`config.mk`:
```
export PLATFORM = sky130hd
export DESIGN_NAME = intersection_sequencer
export DESIGN_NICKNAME = d
export VERILOG_FILES = /design/src/rtl/intersection_sequencer.sv
export SDC_FILE = /design/constraint.sdc
export NUM_CORES = 1
export LEC_CHECK = 0
export BUFFER_PORTS_ARGS = -buffer_cell sky130_fd_sc_hd__buf_2
export CORE_MARGIN = 4
export CORE_UTILIZATION = 49
export DETAILED_ROUTE_END_ITERATION = 6
export PLACE_DENSITY = 0.83
export SYNTH_ARGS = -nofsm -noshare
export SYNTH_HDL_FRONTEND = slang
export SYNTH_SLANG_ARGS = --single-unit
```
`constraint.sdc`:
```
create_clock -name clk -period 2.06 [get_ports clk]
set_input_delay 0.206 -clock clk [delete_from_list [all_inputs] [get_ports clk]]
set_output_delay 0.206 -clock clk [all_outputs]
set_load 0.005 [all_outputs]
```
`src/rtl/intersection_sequencer.sv`:
```
// intersection_sequencer
//   Two-approach (north-south / east-west) traffic intersection controller.
//   Each approach runs green -> flash_green -> yellow, separated by an all-red
//   clearance interval. Green length adapts to latched vehicle and pedestrian
//   requests. A walk indication is given during an all-red interval when a
//   pedestrian request was pending on entry to that interval.
//
//   Optional feature (macro NIGHT_FLASH_EN): adds a NIGHT state entered from
//   ALL_RED_B while `night` is high, showing NS yellow / EW red and a blink
//   indicator toggling every T_FLASH cycles.
//
// Ports:
//   clk          in   system clock, rising edge
//   rst_n        in   asynchronous active-low reset
//   ns_req       in   NS vehicle sensor (level or pulse)
//   ew_req       in   EW vehicle sensor (level or pulse)
//   ped_req      in   pedestrian button (level or pulse)
//   night        in   night mode request           (NIGHT_FLASH_EN only)
//   ns_light     out  NS lamp: 00 green, 01 flash_green, 11 yellow, 10 red
//   ew_light     out  EW lamp, same encoding
//   ped_walk     out  walk indication
//   night_blink  out  night blink indicator        (NIGHT_FLASH_EN only)
//   phase        out  current state code

module intersection_sequencer #(
    parameter int CNT_W       = 8,
    parameter int T_GREEN_MIN = 8,
    parameter int T_GREEN_MAX = 32,
    parameter int T_FLASH     = 4,
    parameter int T_YELLOW    = 4,
    parameter int T_ALLRED    = 2
) (
    input  logic       clk,
    input  logic       rst_n,
    input  logic       ns_req,
    input  logic       ew_req,
    input  logic       ped_req,
`ifdef NIGHT_FLASH_EN
    input  logic       night,
    output logic       night_blink,
`endif
    output logic [1:0] ns_light,
    output logic [1:0] ew_light,
    output logic       ped_walk,
    output logic [3:0] phase
);

    typedef enum logic [3:0] {
        NS_GREEN  = 4'd0,
        NS_FLASH  = 4'd1,
        NS_YELLOW = 4'd2,
        ALL_RED_A = 4'd3,
        EW_GREEN  = 4'd4,
        EW_FLASH  = 4'd5,
        EW_YELLOW = 4'd6,
        ALL_RED_B = 4'd7
`ifdef NIGHT_FLASH_EN
        ,
        NIGHT     = 4'd8
`endif
    } state_t;

    localparam logic [1:0] LAMP_GREEN  = 2'b00;
    localparam logic [1:0] LAMP_FLASH  = 2'b01;
    localparam logic [1:0] LAMP_YELLOW = 2'b11;
    localparam logic [1:0] LAMP_RED    = 2'b10;

    localparam logic [CNT_W-1:0] GMIN_LAST   = CNT_W'(T_GREEN_MIN - 1);
    localparam logic [CNT_W-1:0] GMAX_LAST   = CNT_W'(T_GREEN_MAX - 1);
    localparam logic [CNT_W-1:0] FLASH_LAST  = CNT_W'(T_FLASH - 1);
    localparam logic [CNT_W-1:0] YELLOW_LAST = CNT_W'(T_YELLOW - 1);
    localparam logic [CNT_W-1:0] ALLRED_LAST = CNT_W'(T_ALLRED - 1);

    state_t           state;
    state_t           next_state;
    logic [CNT_W-1:0] timer;
    logic             ns_pend;
    logic             ew_pend;
    logic             ped_pend;
    // ped request seen during a walk interval; handed to ped_pend when the
    // interval ends so it is served in the following all-red state
    logic             ped_hold;
    logic             walk;
`ifdef NIGHT_FLASH_EN
    logic             blink;
`endif

    logic state_change;
    logic ns_green_exit;
    logic ew_green_exit;
    logic in_all_red;
    logic next_all_red;

    assign state_change = (next_state != state);
    assign in_all_red   = (state == ALL_RED_A) || (state == ALL_RED_B);
    assign next_all_red = (next_state == ALL_RED_A) || (next_state == ALL_RED_B);

    // Early exit needs a cross-approach or pedestrian demand after the minimum
    assign ns_green_exit = ((timer >= GMIN_LAST) && (ew_pend || ped_pend)) ||
                           (timer == GMAX_LAST);
    assign ew_green_exit = ((timer >= GMIN_LAST) && (ns_pend || ped_pend)) ||
                           (timer == GMAX_LAST);

    always_comb begin
        next_state = state;
        case (state)
            NS_GREEN:  if (ns_green_exit)        next_state = NS_FLASH;
            NS_FLASH:  if (timer == FLASH_LAST)  next_state = NS_YELLOW;
            NS_YELLOW: if (timer == YELLOW_LAST) next_state = ALL_RED_A;
            ALL_RED_A: if (timer == ALLRED_LAST) next_state = EW_GREEN;
            EW_GREEN:  if (ew_green_exit)        next_state = EW_FLASH;
            EW_FLASH:  if (timer == FLASH_LAST)  next_state = EW_YELLOW;
            EW_YELLOW: if (timer == YELLOW_LAST) next_state = ALL_RED_B;
            ALL_RED_B: begin
                if (timer == ALLRED_LAST) begin
`ifdef NIGHT_FLASH_EN
                    next_state = night ? NIGHT : NS_GREEN;
`else
                    next_state = NS_GREEN;
`endif
                end
            end
`ifdef NIGHT_FLASH_EN
            NIGHT:     if (!night)               next_state = ALL_RED_B;
`endif
            default:                             next_state = ALL_RED_B;
        endcase
    end

    always_ff @(posedge clk or negedge rst_n) begin
        if (!rst_n) begin
            state    <= ALL_RED_B;
            timer    <= '0;
            ns_pend  <= 1'b0;
            ew_pend  <= 1'b0;
            ped_pend <= 1'b0;
            ped_hold <= 1'b0;
            walk     <= 1'b0;
`ifdef NIGHT_FLASH_EN
            blink    <= 1'b0;
`endif
        end else begin
            state <= next_state;

            if (state_change) begin
                timer <= '0;
`ifdef NIGHT_FLASH_EN
            end else if ((state == NIGHT) && (timer == FLASH_LAST)) begin
                // restart per blink half-period so the timer cannot wrap
                timer <= '0;
`endif
            end else begin
                timer <= timer + CNT_W'(1);
            end

            // Clear on green entry takes priority over a same-edge request
            ns_pend <= (state_change && next_state == NS_GREEN) ? 1'b0 : (ns_pend | ns_req);
            ew_pend <= (state_change && next_state == EW_GREEN) ? 1'b0 : (ew_pend | ew_req);

            if (state_change && in_all_red && walk) begin
                ped_pend <= ped_hold | ped_req;
                ped_hold <= 1'b0;
            end else begin
                ped_pend <= ped_pend | ped_req;
                ped_hold <= ped_hold | (walk & ped_req);
            end

            // Walk decision is taken from ped_pend as it stood before this edge
            if (state_change) begin
                walk <= next_all_red & ped_pend;
            end

`ifdef NIGHT_FLASH_EN
            if (state_change && next_state == NIGHT) begin
                blink <= 1'b1;
            end else if ((state == NIGHT) && (timer == FLASH_LAST)) begin
                blink <= ~blink;
            end
`endif
        end
    end

    always_comb begin
        ns_light = LAMP_RED;
        ew_light = LAMP_RED;
        case (state)
            NS_GREEN:  ns_light = LAMP_GREEN;
            NS_FLASH:  ns_light = LAMP_FLASH;
            NS_YELLOW: ns_light = LAMP_YELLOW;
            EW_GREEN:  ew_light = LAMP_GREEN;
            EW_FLASH:  ew_light = LAMP_FLASH;
            EW_YELLOW: ew_light = LAMP_YELLOW;
`ifdef NIGHT_FLASH_EN
            NIGHT:     ns_light = LAMP_YELLOW;
`endif
            default: begin
                ns_light = LAMP_RED;
                ew_light = LAMP_RED;
            end
        endcase
    end

    assign ped_walk = walk;
    assign phase    = state;
`ifdef NIGHT_FLASH_EN
    assign night_blink = (state == NIGHT) & blink;
`endif

endmodule

```
; Yosys cells after proc, flatten, opt, wreduce, memory -nomap -nowiden
; Cells that the tools add are included.
[totals]
n_memories = 0
mem_bits_ro = 0
register_bits = 17
inputBits = 5
latchBits = 0
ramBits = 0
[classes]
shifts = 0
mul = 0
add_sub_neg = 1
n_lt_le_gt_ge = 1
muxes = 16
n_reduce_logical = 14
div = 0
bitwise = 7
eq_ne = 14
[ops]
columns = operator, n
row1 = 4-bit 2-to-1 mux, 8
row2 = 4-bit one-hot mux with 8 select lines, 1
row3 = "4-bit by 3-bit equality test with 1-bit output, second input constant", 6
row4 = "4-bit by 2-bit equality test with 1-bit output, second input constant", 3
row5 = 2-bit one-hot mux with 3 select lines, 2
row6 = "8-bit by 1-bit adder with 8-bit output, second input constant", 1
row7 = "8-bit by 1-bit equality test with 1-bit output, second input constant", 1
row8 = "8-bit by 2-bit equality test with 1-bit output, second input constant", 1
row9 = "8-bit by 5-bit equality test with 1-bit output, second input constant", 1
row10 = "8-bit by 3-bit greater-or-equal comparator with 1-bit output, second input constant", 1
row11 = 4-bit logical NOT, 2
row12 = 8-bit 2-to-1 mux, 1
row13 = 1-bit logical AND, 6
row14 = 1-bit logical OR, 6
row15 = 1-bit OR, 5
row16 = "4-bit by 1-bit equality test with 1-bit output, second input constant", 1
row17 = 1-bit 2-to-1 mux, 4
row18 = 4-bit inequality test, 1
row19 = 1-bit bitwise AND, 2

; Logic depth before layout (Yosys ltp)
[logic_depth]
word_depth = 9
mapped_depth = 8
depth_no_buf = 7

; Worst setup path before layout
; No wires, ideal clock.
[synth_timing]
kind = reg2reg
from = register state[2], in the netlist phase[2]
to = register walk, in the netlist ped_walk
setup_slack_ps = 108
period_less_slack_ps = 1952
stages_incl_launch_ff = 8
setup_ps = 82
arrival_ps = 1870
cell_sequence = dfstp_2 -> buf_2 -> mux2_2 -> o311ai_0 -> nor3_1 -> or2_1 -> buf_6 -> o22ai_4
[synth_between]
elab_chain_len = 5
[synth_rtl]
columns = item, line_no
row1 = from (decl), 74  ; state_t state;
row2 = from (signal assigned), 143  ; state <= next_state;
row3 = "4-bit by 3-bit equality test with 1-bit output, or another cell as far along", 106  ; case (state)
row4 = 4-bit one-hot mux with 8 select lines, 106
row5 = 4-bit by 2-bit equality test with 1-bit output or 4-bit by 3-bit equality test with 1-bit output (tied branches), 96  ; assign next_all_red = (next_state == ALL_RED_A) || (next_state == ALL_RED_B);
row6 = 1-bit logical OR, 96
row7 = 1-bit bitwise AND, 170  ; walk <= next_all_red & ped_pend;
row8 = to (signal assigned), 170
row9 = to (decl), 83  ; logic walk;
; Parallel ways exist; a longest one is shown, timed or not.
; A chain may end at the register's enable or synchronous reset.

; Final worst setup path
[layout_timing]
from = register timer[4]
to = register walk, in the netlist ped_walk
[layout_between]
elab_chain_len = 8
[layout_rtl]
columns = item, line_no
row1 = from (decl), 76  ; logic [CNT_W-1:0] timer;
row2 = from (signal assigned), 153  ; timer <= timer + CNT_W'(1);
row3 = 8-bit by 3-bit greater-or-equal comparator with 1-bit output, "99, 101"
row4 = 1-bit logical AND (on tied branches), "101, 99"
row5 = 1-bit logical OR (on tied branches), "101, 99"
row6 = 4-bit 2-to-1 mux (on tied branches), "111, 107"
row7 = 4-bit one-hot mux with 8 select lines *, 106
row8 = 4-bit by 2-bit equality test with 1-bit output or 4-bit by 3-bit equality test with 1-bit output (tied branches), 96
row9 = 1-bit logical OR, 96
row10 = 1-bit bitwise AND, 170
; Mark *: on every way between the ends. The rest lies on a longest branch, timed or not.

==> run summary <==
f_max = 528.8 MHz
clk_skew = 0.001753 ns
final core utilization = 60.79%
DRC errors left = 0
gr ovfl total = 0
fin nets = 118
ranking of synthesized cells by area = dfrtp_1, dfstp_2, xor2_1
layout cells sized above 1 = 27.27%
DIE AREA = 2637 um^2
post-synth top area cell = dfrtp_1
Worst Path Arrival = 2.07 ns
Yosys cell types = 38
Cell Area, Synth = 920.9 um^2
register area share after synthesis = 46.60%
Detailed Place HPWL = 1.342 mm
area of the core = 1745 um^2
clock slew at reported path FFs = 0.10 ns
Area growth syn-to-layout = 15.22%
Overall Power = 1.158 mW
vias in the first global route = 739
initial antenna violation count = 0
Sinks on Clock Net = 17
n_diodes = 0
drt first-iter violations = 8
Yosys warnings = 0
Routed Antenna Nets = 0
final worst-path cycle share = 91.80%
clock buffer count from CTS = 3
Clock Latency Late Sink = 0.29 ns
Post-CTS Setup Bufs = 0
WP data required = 2.24 ns
Die Y = 51.35 um
Final Hold Fails = 0
GRT Total Usage = 16.45%
Avg Synthesized Cell Area = 9.902 um^2
crit path max fanout = 9
RSZ-0062 raised after global routing = false
outcome = finished, final reports clean
routed via count = 736
Pre-antenna DRT Iters = 4
P_leak = 0.4752 nW
synthesized instance count = 93
global-route wire length before repair = 3.160 mm
register bit count reported by yosys = 17
Std-Cell Rows = 15
Worst Max-Slew Pin Slew = 0.5025 ns
Setup CP Type = register to register
CTS Buffer Depth = 2
Pwr per Cell Area = 1091 nW/um^2
IO Port Bufs = 13
vias per inst = 5.452
I/O Pins = 14
Hold Crit Class = primary input to register
CTS tree = done
VDD IR max = 0.0006063 V
Max Cap Violations = 0
Final Wtd Congestion = 0.8839
largest net degree at the start of global routing = 18
CTS Root Cell = clkbuf_4
Crit. End Element = register
Tmin final = 1.891 ns
fin. max-slew vios = 0
die width = 51.35 um
DR WL/cell = 13.50 um
top cell type's share of synthesized area = 38.04%
starting density of the core = 52.76%
Worst slew margin = 66.19%
final setup fails = 0
fin cells = 135
Cells after DPL = 130
Setup TNS = 0 ns
H-tree levels = 1
final wirelength = 1.823 mm
syn nets = 100
startpoint type of the worst setup path = register
[sequential cells by signal, indices dropped and copies added, names as in the netlist]
name	cells
ped_walk	1
phase	4
ped_hold	1
ped_pend	1
timer	8
ns_pend	1
ew_pend	1
[Yosys cell counts, drive strengths merged]
master / number
a211oi: 2
a21boi: 1
a21oi: 4
a2bb2oi: 1
a311o: 1
a31oi: 3
and2: 1
and3: 4
and4: 1
buf: 2
clkbuf: 2
conb: 1
dfrtp: 14
dfstp: 3
ha: 2
inv: 5
mux2: 1
nand2: 3
nand3: 6
nand4: 1
nor2: 10
nor2b: 1
nor3: 4
nor3b: 1
nor4: 1
o211a: 1
o21ai: 2
o22ai: 1
o311ai: 1
o32a: 1
or2: 2
or3: 1
or4: 1
xnor2: 2
xor2: 6
[worst max-delay path: stages (launching register included)]
cell	delay (ns)
dfrtp_1	0.44
or4_4	0.56
nor3_2	0.18
a2bb2oi_1	0.29
or2_4	0.24
o22ai_4	0.07
[report_power, final]
| group | leakage [nW] | internal (mW) | switching [mW] | total [mW] |
|---|---|---|---|---|
| Sequential | 0.202 | 0.426 | 0.102 | 0.528 |
| Combinational | 0.256 | 0.219 | 0.232 | 0.451 |
| Clock | 0.0177 | 0.0723 | 0.107 | 0.179 |
| Total | 0.475 | 0.718 | 0.440 | 1.16 |
[cell families (layout without fill, tap and decap cells)]
logic type	after synthesis	after routing	synth area share (%)
other cells	1	1	0.4072
compound gates	18	18	15.63
fa+ha+maj	2	2	2.717
mux	1	1	1.223
xor+xnor	8	8	7.609
simple gates	37	37	21.20
flops	17	17	46.60
buf+inv	9	26	4.619
[metrics by stage]
| step | area, um^2 | hold slack, ns | setup slack [ns] |
|---|---|---|---|
| after global placement | 1016 | 0.1366 | 0.08427 |
| after global routing | 1061 | 0.1311 | 0.06810 |
| final | 1061 | 0.1197 | 0.1689 |
| after detailed placement | 1016 | 0.1424 | 0.02108 |
| after floorplan | 920.9 | -0.08959 | 0.1082 |
| after CTS | 1056 | 0.1080 | 0.1217 |
[per-layer routing]
| metal | routed length, um | GRT usage, % | vias up | part of all wire, % |
|---|---|---|---|---|
| met5 | 0 | 0 | - | 0 |
| met2 | 893 | 26.82 | 19 | 49 |
| li1 | - | - | 362 | - |
| met3 | 116 | 5.539 | 4 | 6.4 |
| met1 | 788 | 20.44 | 351 | 43 |
| met4 | 25 | 5.240 | 0 | 1.4 |
[layout by cell type (no fill, tap or decap), drive strengths merged]
cell          n
nand2         3
or3           1
conb          1
a21boi        1
a311o         1
a31oi         3
nor2b         1
dfstp         3
nor3b         1
ha            2
xor2          6
and4          1
or2           2
o32a          1
clkbuf        3
o211a         1
a211oi        2
xnor2         2
nor2         10
nand3         6
a21oi         4
and2          1
and3          4
o22ai         1
clkinv        1
dlygate4sd3   1
o21ai         2
dfrtp        14
nand4         1
or4           1
mux2          1
inv           5
buf          16
a2bb2oi       1
nor3          4
nor4          1
o311ai        1
[worst paths after layout]
path | from | endpoint | slack [ns] | cells past startpoint
hold reg to reg | ew_pend | ew_pend | 0.51 | 1
hold / removal | ped_req | ped_pend | 0.12 | 2
min in group asynchronous | rst_n | phase[3] | 0.35 | 2
setup / recovery | timer[4] | ped_walk | 0.17 | 5
setup reg to reg | timer[4] | ped_walk | 0.17 | 5
max in group asynchronous | rst_n | phase[1] | 1.41 | 2
[area by class of cell]
type | instances | area (um^2)
Clock buffer | 3 | 22.52
Clock inverter | 1 | 5.005
Fill cell | 160 | 684.4
Inverter | 5 | 18.77
Multi-Input combinational cell | 67 | 456.7
Sequential cell | 17 | 429.2
Tap cell | 25 | 31.28
Timing Repair Buffer | 17 | 97.59
[repair_timing]
| action | 4_1_cts | 5_1_grt |
|---|---|---|
| hold buffers | 1 | 0 |
| resized for setup | 1 | 1 |
| endpoints found under the hold margin | 14 | 0 |
| endpoints found under the setup margin | 7 | 4 |
(Power assumes the default switching activity.)
